--- config.mk ---
export PLATFORM = sky130hd
export DESIGN_NAME = multicycle_processor
export DESIGN_NICKNAME = d
export VERILOG_FILES = /design/src/rtl/multicycle_processor.sv
export SDC_FILE = /design/constraint.sdc
export NUM_CORES = 1
export LEC_CHECK = 0
export CORE_MARGIN = 4
export CORE_UTILIZATION = 56
export DETAILED_ROUTE_END_ITERATION = 10
export DONT_BUFFER_PORTS = 1
export GPL_TIMING_DRIVEN = 0
export HOLD_SLACK_MARGIN = 0.12
export PLACE_DENSITY = 0.71
export SYNTH_ARGS = -nofsm -noshare
export SYNTH_HDL_FRONTEND = slang
export SYNTH_SLANG_ARGS = --single-unit
--- constraint.sdc ---
create_clock -name clk -period 4.7 [get_ports clk]
set_input_delay 1.41 -clock clk [delete_from_list [all_inputs] [get_ports clk]]
set_output_delay 1.41 -clock clk [all_outputs]
set_load 0.02 [all_outputs]
--- src/rtl/multicycle_processor.sv ---
// multicycle_processor
//   Two-phase (FETCH/EXEC) processor with a HALT idle state, host program
//   load port and run/step/stop control. Instruction word layout:
//   {opcode[4], Rx[RW], Ry[RW], imm[DATA_W]}.
// Ports:
//   clk, rst          clock (rising edge), asynchronous active-high reset
//   start, step       leave HALT: free-run / single instruction
//   stop              finish the current instruction, then HALT
//   prog_we/addr/data instruction-memory write port, honoured in HALT only
//   disp_sel/data     combinational read of R[disp_sel]
//   pc                current program counter
//   halted            high while in HALT
//   retire            one-cycle pulse after each executed instruction
module multicycle_processor #(
  parameter  int DATA_W    = 8,
  parameter  int NUM_REGS  = 4,
  parameter  int MEM_DEPTH = 64,
  localparam int RW        = $clog2(NUM_REGS),
  localparam int PC_W      = $clog2(MEM_DEPTH),
  localparam int INSTR_W   = 4 + 2*RW + DATA_W
) (
  input  logic               clk,
  input  logic               rst,
  input  logic               start,
  input  logic               step,
  input  logic               stop,
  input  logic               prog_we,
  input  logic [PC_W-1:0]    prog_addr,
  input  logic [INSTR_W-1:0] prog_data,
  input  logic [RW-1:0]      disp_sel,
  output logic [DATA_W-1:0]  disp_data,
  output logic [PC_W-1:0]    pc,
  output logic               halted,
  output logic               retire
);

  localparam logic [3:0] OP_LOAD = 4'h0;
  localparam logic [3:0] OP_MOV  = 4'h1;
  localparam logic [3:0] OP_ADD  = 4'h2;
  localparam logic [3:0] OP_XOR  = 4'h3;
  localparam logic [3:0] OP_LDPC = 4'h4;
  localparam logic [3:0] OP_BRNZ = 4'h5;
  localparam logic [3:0] OP_SUB  = 4'h6;
  localparam logic [3:0] OP_HALT = 4'hF;

  typedef enum logic [1:0] {S_HALT, S_FETCH, S_EXEC} state_t;

  state_t             r_state;
  state_t             w_next_state;
  logic [PC_W-1:0]    r_pc;
  logic [INSTR_W-1:0] r_ir;
  logic               r_retire;
  logic               r_step_mode;
  logic               r_stop_pend;
  logic [DATA_W-1:0]  r_regs [NUM_REGS];
  logic [INSTR_W-1:0] r_mem  [MEM_DEPTH];

  logic [3:0]         w_op;
  logic [RW-1:0]      w_rx;
  logic [RW-1:0]      w_ry;
  logic [DATA_W-1:0]  w_imm;
  logic [DATA_W-1:0]  w_rx_val;
  logic [DATA_W-1:0]  w_ry_val;
  logic               w_taken;
  logic               w_terminate;
  logic [PC_W-1:0]    w_pc_next;
  logic               w_wr_en;
  logic [DATA_W-1:0]  w_wr_data;

  // Decode of the held instruction
  assign w_op     = r_ir[INSTR_W-1 -: 4];
  assign w_rx     = r_ir[DATA_W+RW +: RW];
  assign w_ry     = r_ir[DATA_W +: RW];
  assign w_imm    = r_ir[DATA_W-1:0];
  assign w_rx_val = r_regs[w_rx];
  assign w_ry_val = r_regs[w_ry];

  assign w_taken     = (w_op == OP_BRNZ) && (w_rx_val != '0);
  assign w_terminate = (w_op == OP_HALT) || r_step_mode || r_stop_pend;
  // Casts zero-extend or truncate between register and PC widths
  assign w_pc_next   = w_taken ? PC_W'(w_ry_val) : r_pc + PC_W'(1);

  // Result selection; operands are read before the write, so Rx == Ry is safe
  always_comb begin
    w_wr_en   = 1'b0;
    w_wr_data = '0;
    case (w_op)
      OP_LOAD: begin w_wr_en = 1'b1; w_wr_data = w_imm;               end
      OP_MOV:  begin w_wr_en = 1'b1; w_wr_data = w_ry_val;            end
      OP_ADD:  begin w_wr_en = 1'b1; w_wr_data = w_rx_val + w_ry_val; end
      OP_XOR:  begin w_wr_en = 1'b1; w_wr_data = w_rx_val ^ w_ry_val; end
      OP_LDPC: begin w_wr_en = 1'b1; w_wr_data = DATA_W'(r_pc);       end
      OP_SUB:  begin w_wr_en = 1'b1; w_wr_data = w_rx_val - w_ry_val; end
      default: ;
    endcase
  end

  // FSM: state register
  always_ff @(posedge clk or posedge rst) begin
    if (rst) r_state <= S_HALT;
    else     r_state <= w_next_state;
  end

  // FSM: next-state logic
  always_comb begin
    w_next_state = r_state;
    case (r_state)
      S_HALT:  if (start || step) w_next_state = S_FETCH;
      S_FETCH: w_next_state = S_EXEC;
      S_EXEC:  w_next_state = w_terminate ? S_HALT : S_FETCH;
      default: w_next_state = S_HALT;
    endcase
  end

  // FSM: outputs
  always_comb begin
    halted    = (r_state == S_HALT);
    retire    = r_retire;
    pc        = r_pc;
    disp_data = r_regs[disp_sel];
  end

  // Instruction memory is not reset so a loaded program survives rst
  always_ff @(posedge clk) begin
    if (r_state == S_HALT && prog_we) r_mem[prog_addr] <= prog_data;
  end

  // Control and datapath registers
  always_ff @(posedge clk or posedge rst) begin
    if (rst) begin
      r_pc        <= '0;
      r_ir        <= '0;
      r_retire    <= 1'b0;
      r_step_mode <= 1'b0;
      r_stop_pend <= 1'b0;
    end else begin
      r_retire <= (r_state == S_EXEC);
      case (r_state)
        S_HALT: begin
          // start has priority over step
          if (start)     r_step_mode <= 1'b0;
          else if (step) r_step_mode <= 1'b1;
        end
        S_FETCH: begin
          r_ir <= r_mem[r_pc];
          if (stop) r_stop_pend <= 1'b1;
        end
        S_EXEC: begin
          r_pc <= w_pc_next;
          if (w_terminate) r_stop_pend <= 1'b0;
          else if (stop)   r_stop_pend <= 1'b1;
        end
        default: ;
      endcase
    end
  end

  // Register file
  always_ff @(posedge clk or posedge rst) begin
    if (rst) begin
      for (int i = 0; i < NUM_REGS; i++) r_regs[i] <= '0;
    end else if (r_state == S_EXEC && w_wr_en) begin
      r_regs[w_rx] <= w_wr_data;
    end
  end

endmodule

==> results of run 1 <==
## flip-flops by register name (all words and copies together) (netlist names)
name         count
r_state          2
r_stop_pend      1
r_ir            16
retire           1
r_mem         1024
r_step_mode      1
r_regs          32
pc               6
## critical path, cell delays in order, from the launching register on
cell      delay (ns)
dfrtp_1         0.52
buf_2           0.45
buf_4           0.32
buf_2           0.44
clkbuf_1        0.87
mux4_2          0.42
mux2i_1         0.55
a221oi_1        0.20
o21ai_1         0.33
o211ai_1        0.16
## routing by layer
layer	share of wire, %	wire (um)	global-route usage (%)	up-vias
met2	46	52700	42.0	1576
met5	0.054	62	0.417	-
met1	39	44900	42.8	12200
li1	-	-	-	9025
met3	13	14400	7.11	193
met4	2.8	3190	7.88	6
## cell type report
| cell class | count | area [um2] | area share (%) |
|---|---|---|---|
| Inverter | 15 | 56.3 | 0.113 |
| Multi-Input combinational cell | 853 | 11100 | 22.3 |
| Buffer | 116 | 637 | 1.28 |
| Tap cell | 1040 | 1300 | 2.62 |
| Sequential cell | 1083 | 32200 | 64.8 |
| Antenna cell | 4 | 10.0 | 0.0201 |
| Clock inverter | 57 | 508 | 1.02 |
| Timing Repair Buffer | 64 | 998 | 2.01 |
| Clock buffer | 138 | 2920 | 5.87 |
## how the worst max path moves through the flow
stage / from / endpoint / slack (ns) / cells past startpoint
floorplan: disp_sel[0] / disp_data[0] / 0.82 / 2
global placement: prog_addr[3] / r_mem[49][8] / -0.35 / 5
detailed placement: pc[1] / r_ir[2] / 0.46 / 9
CTS: pc[1] / r_ir[2] / 0.41 / 9
global route: pc[1] / r_ir[2] / 0.28 / 9
finish: pc[1] / r_ir[2] / 0.23 / 9
## metrics by stage
step	area (um2)	setup TNS, ns
global placement	45100	-9.58
finish	49700	0
CTS	49700	0
global route	49700	0
detailed placement	46300	0
floorplan	43800	0
## power groups by stage
stage               combinational (mW)  clock [mW]  sequential [mW]
floorplan                         6.85           0             11.2
global placement                  9.77           0             11.2
detailed placement                9.91           0             11.3
CTS                               9.96        8.43             11.1
global route                      10.6        8.84             11.1
finish                            10.1        8.35             11.1
## cell usage in the layout, fill, tap and decap left out, drive strengths merged, types with 5 or more instances in the layout
cell type / instances
a21oi: 25
mux4: 328
xnor2: 8
nand2b: 25
ha: 14
or3: 9
nand3: 17
clkinvlp: 5
nor2b: 7
edfxtp: 1024
nor3: 41
dfrtp: 59
mux2i: 56
clkbuf: 190
inv: 18
xor2: 6
a221oi: 16
o22ai: 5
o31ai: 6
bufinv: 7
nand2: 34
a211oi: 20
buf: 128
mux2: 35
o21ai: 38
nor2: 109
clkinv: 42
o211ai: 8
## cells by family after synthesis
family	share of synthesized area (%)
flops	73.5
mux	19.0
simple gates	2.93
compound gates	2.19
buf+inv	1.58
fa+ha+maj	0.445
xor+xnor	0.280
==> results by group, run 1 <==
Power
  • P_int: 19.9 mW
  • Total power: 29.5 mW
  • Sequential Power Share: 37.5%
  • Clk pwr share: 28.3%
  • Sw Pwr: 9.64 mW
  • Maximum vdd drop: 0.000322 V
  • Net Sw Frac: 32.7%
  • Lkg Pwr: 15.9 nW
  • Combinational group share of total power: 34.2%
  • Power per cell area: 593 nW/um2

STA
  • F_max: 0.224 GHz
  • Final Worst Setup Slack: 0.228 ns
  • Final Setup Violations: 0
  • Clk_skew: 0.0252 ns
  • Hold Fails Final Rpt: 0
  • RSZ-0062 raised after global routing: no
  • Final Critical Period: 4.47 ns
  • Fin. max-slew vios: 0
  • Hold Slack: 0.538 ns
  • Tcrit/Tclk final: 95.2%
  • Rel. slew slack: 25.9%
  • Slew @ Worst Pin: 1.11 ns

Layout
  • Filler cells: 5077
  • Share of layout cells above drive strength 1: 30.7%
  • Final core utilization: 64.2%
  • Area growth, synth to finish: 13.5%
  • Fin nets: 2286
  • Non-Filler Instances: 3370

Min path
  • Worst hold endpoint: r_ir[3]
  • HP Start: r_ir[3]
  • Hold Path Depth: 2
  • Hold WC Path Type: flip-flop to flip-flop

Critical path
  • Reg-to-reg slack, setup: 0.23 ns
  • WP data arrival: 4.96 ns
  • R2R Path Start: pc[1]
  • Setup crit start kind: flip-flop
  • Crit Path Class: flip-flop to flip-flop
  • Worst endpoint required time: 5.19 ns
  • Largest fanout on the critical path: 10
  • CP Capture Type: flip-flop
  • RR Endpoint: r_ir[2]
  • R2R depth: 9

Clocking
  • Total CTS buffers: 108
  • CTS tree: done
  • H-tree depth: 3
  • CTS max path bufs: 3
  • # hold bufs at CTS: 0
  • Post-CTS Setup Inserts: 0
  • Clk sinks: 1083
  • Skew-Pair Late Insertion Delay: 0.66 ns
  • Clock Pin Slew Worst Setup and Hold Paths: 0.07 ns
  • Post_cts resized: 0
  • Root Driver: clkbuf_16

Yosys
  • Main synth FF type: edfxtp_1
  • Yosys top cell area share: 70.2%
  • Syn avg cell area: 21.2 um2
  • Async SR Flop Fraction: 5.45%
  • Commonest cells post-synth: edfxtp_1, mux4_2, nor2_1, dfrtp_1, mux2i_1
  • Syn Inst Count: 2067
  • Synthesis Warnings: 0
  • Sequential fraction of the synthesis area: 73.5%
  • Cell Area, Synth: 43800 um2
  • Largest area contributor in the netlist: edfxtp_1
  • Flop and latch count out of synthesis: 1083
  • Synthesized Nets: 2112
  • Unique masters post-synth: 64
  • Top-count cell post-synth: edfxtp_1
  • Synth area leaders: edfxtp_1, mux4_2, dfrtp_1
  • Number of synthesized flops with an enable pin: 1024

Placed design
  • Place WS: 0.456 ns
  • Post-DP HPWL: 76800 um
  • Routability congestion estimate: 0.940
  • # port buffers: 0
  • Cells after DPL: 3170

Die
  • Die area: 82800 um2
  • Total core area: 77500 um2
  • Chip width: 288 um
  • Io pins: 46
  • DIE HEIGHT: 288 um
  • Row cnt: 102
  • Starting Density: 56.6%

Routing
  • DR WL/cell: 34.2 um
  • Initial DRC Count: 3970
  • Routed vias/inst: 6.81
  • Detailed-route DRC error count: 0
  • Post-Route WL: 115000 um
  • Pre-antenna DRT Iters: 7
  • Vias: 23000
  • DRT antenna net count: 0

GRT
  • Largest net degree at the start of global routing: 65
  • Number of global-route vias before repair: 22500
  • Initial antenna violation count: 5
  • Grt ovf: 0
  • Total GRT Usage: 28.3%
  • First-pass GRT wire length: 165000 um

Run
  • Max-cap violation count: 0

Status
  • Status: completed
No activity file was read; power rests on OpenSTA's default activity.
==> inputs of run 2 (changes only) <==
ABC_CLOCK_PERIOD_IN_PS = 4700   (was unset)
==> results of run 2 <==
Same layout as run 1: the final DEF is identical, and so are final timing and power.
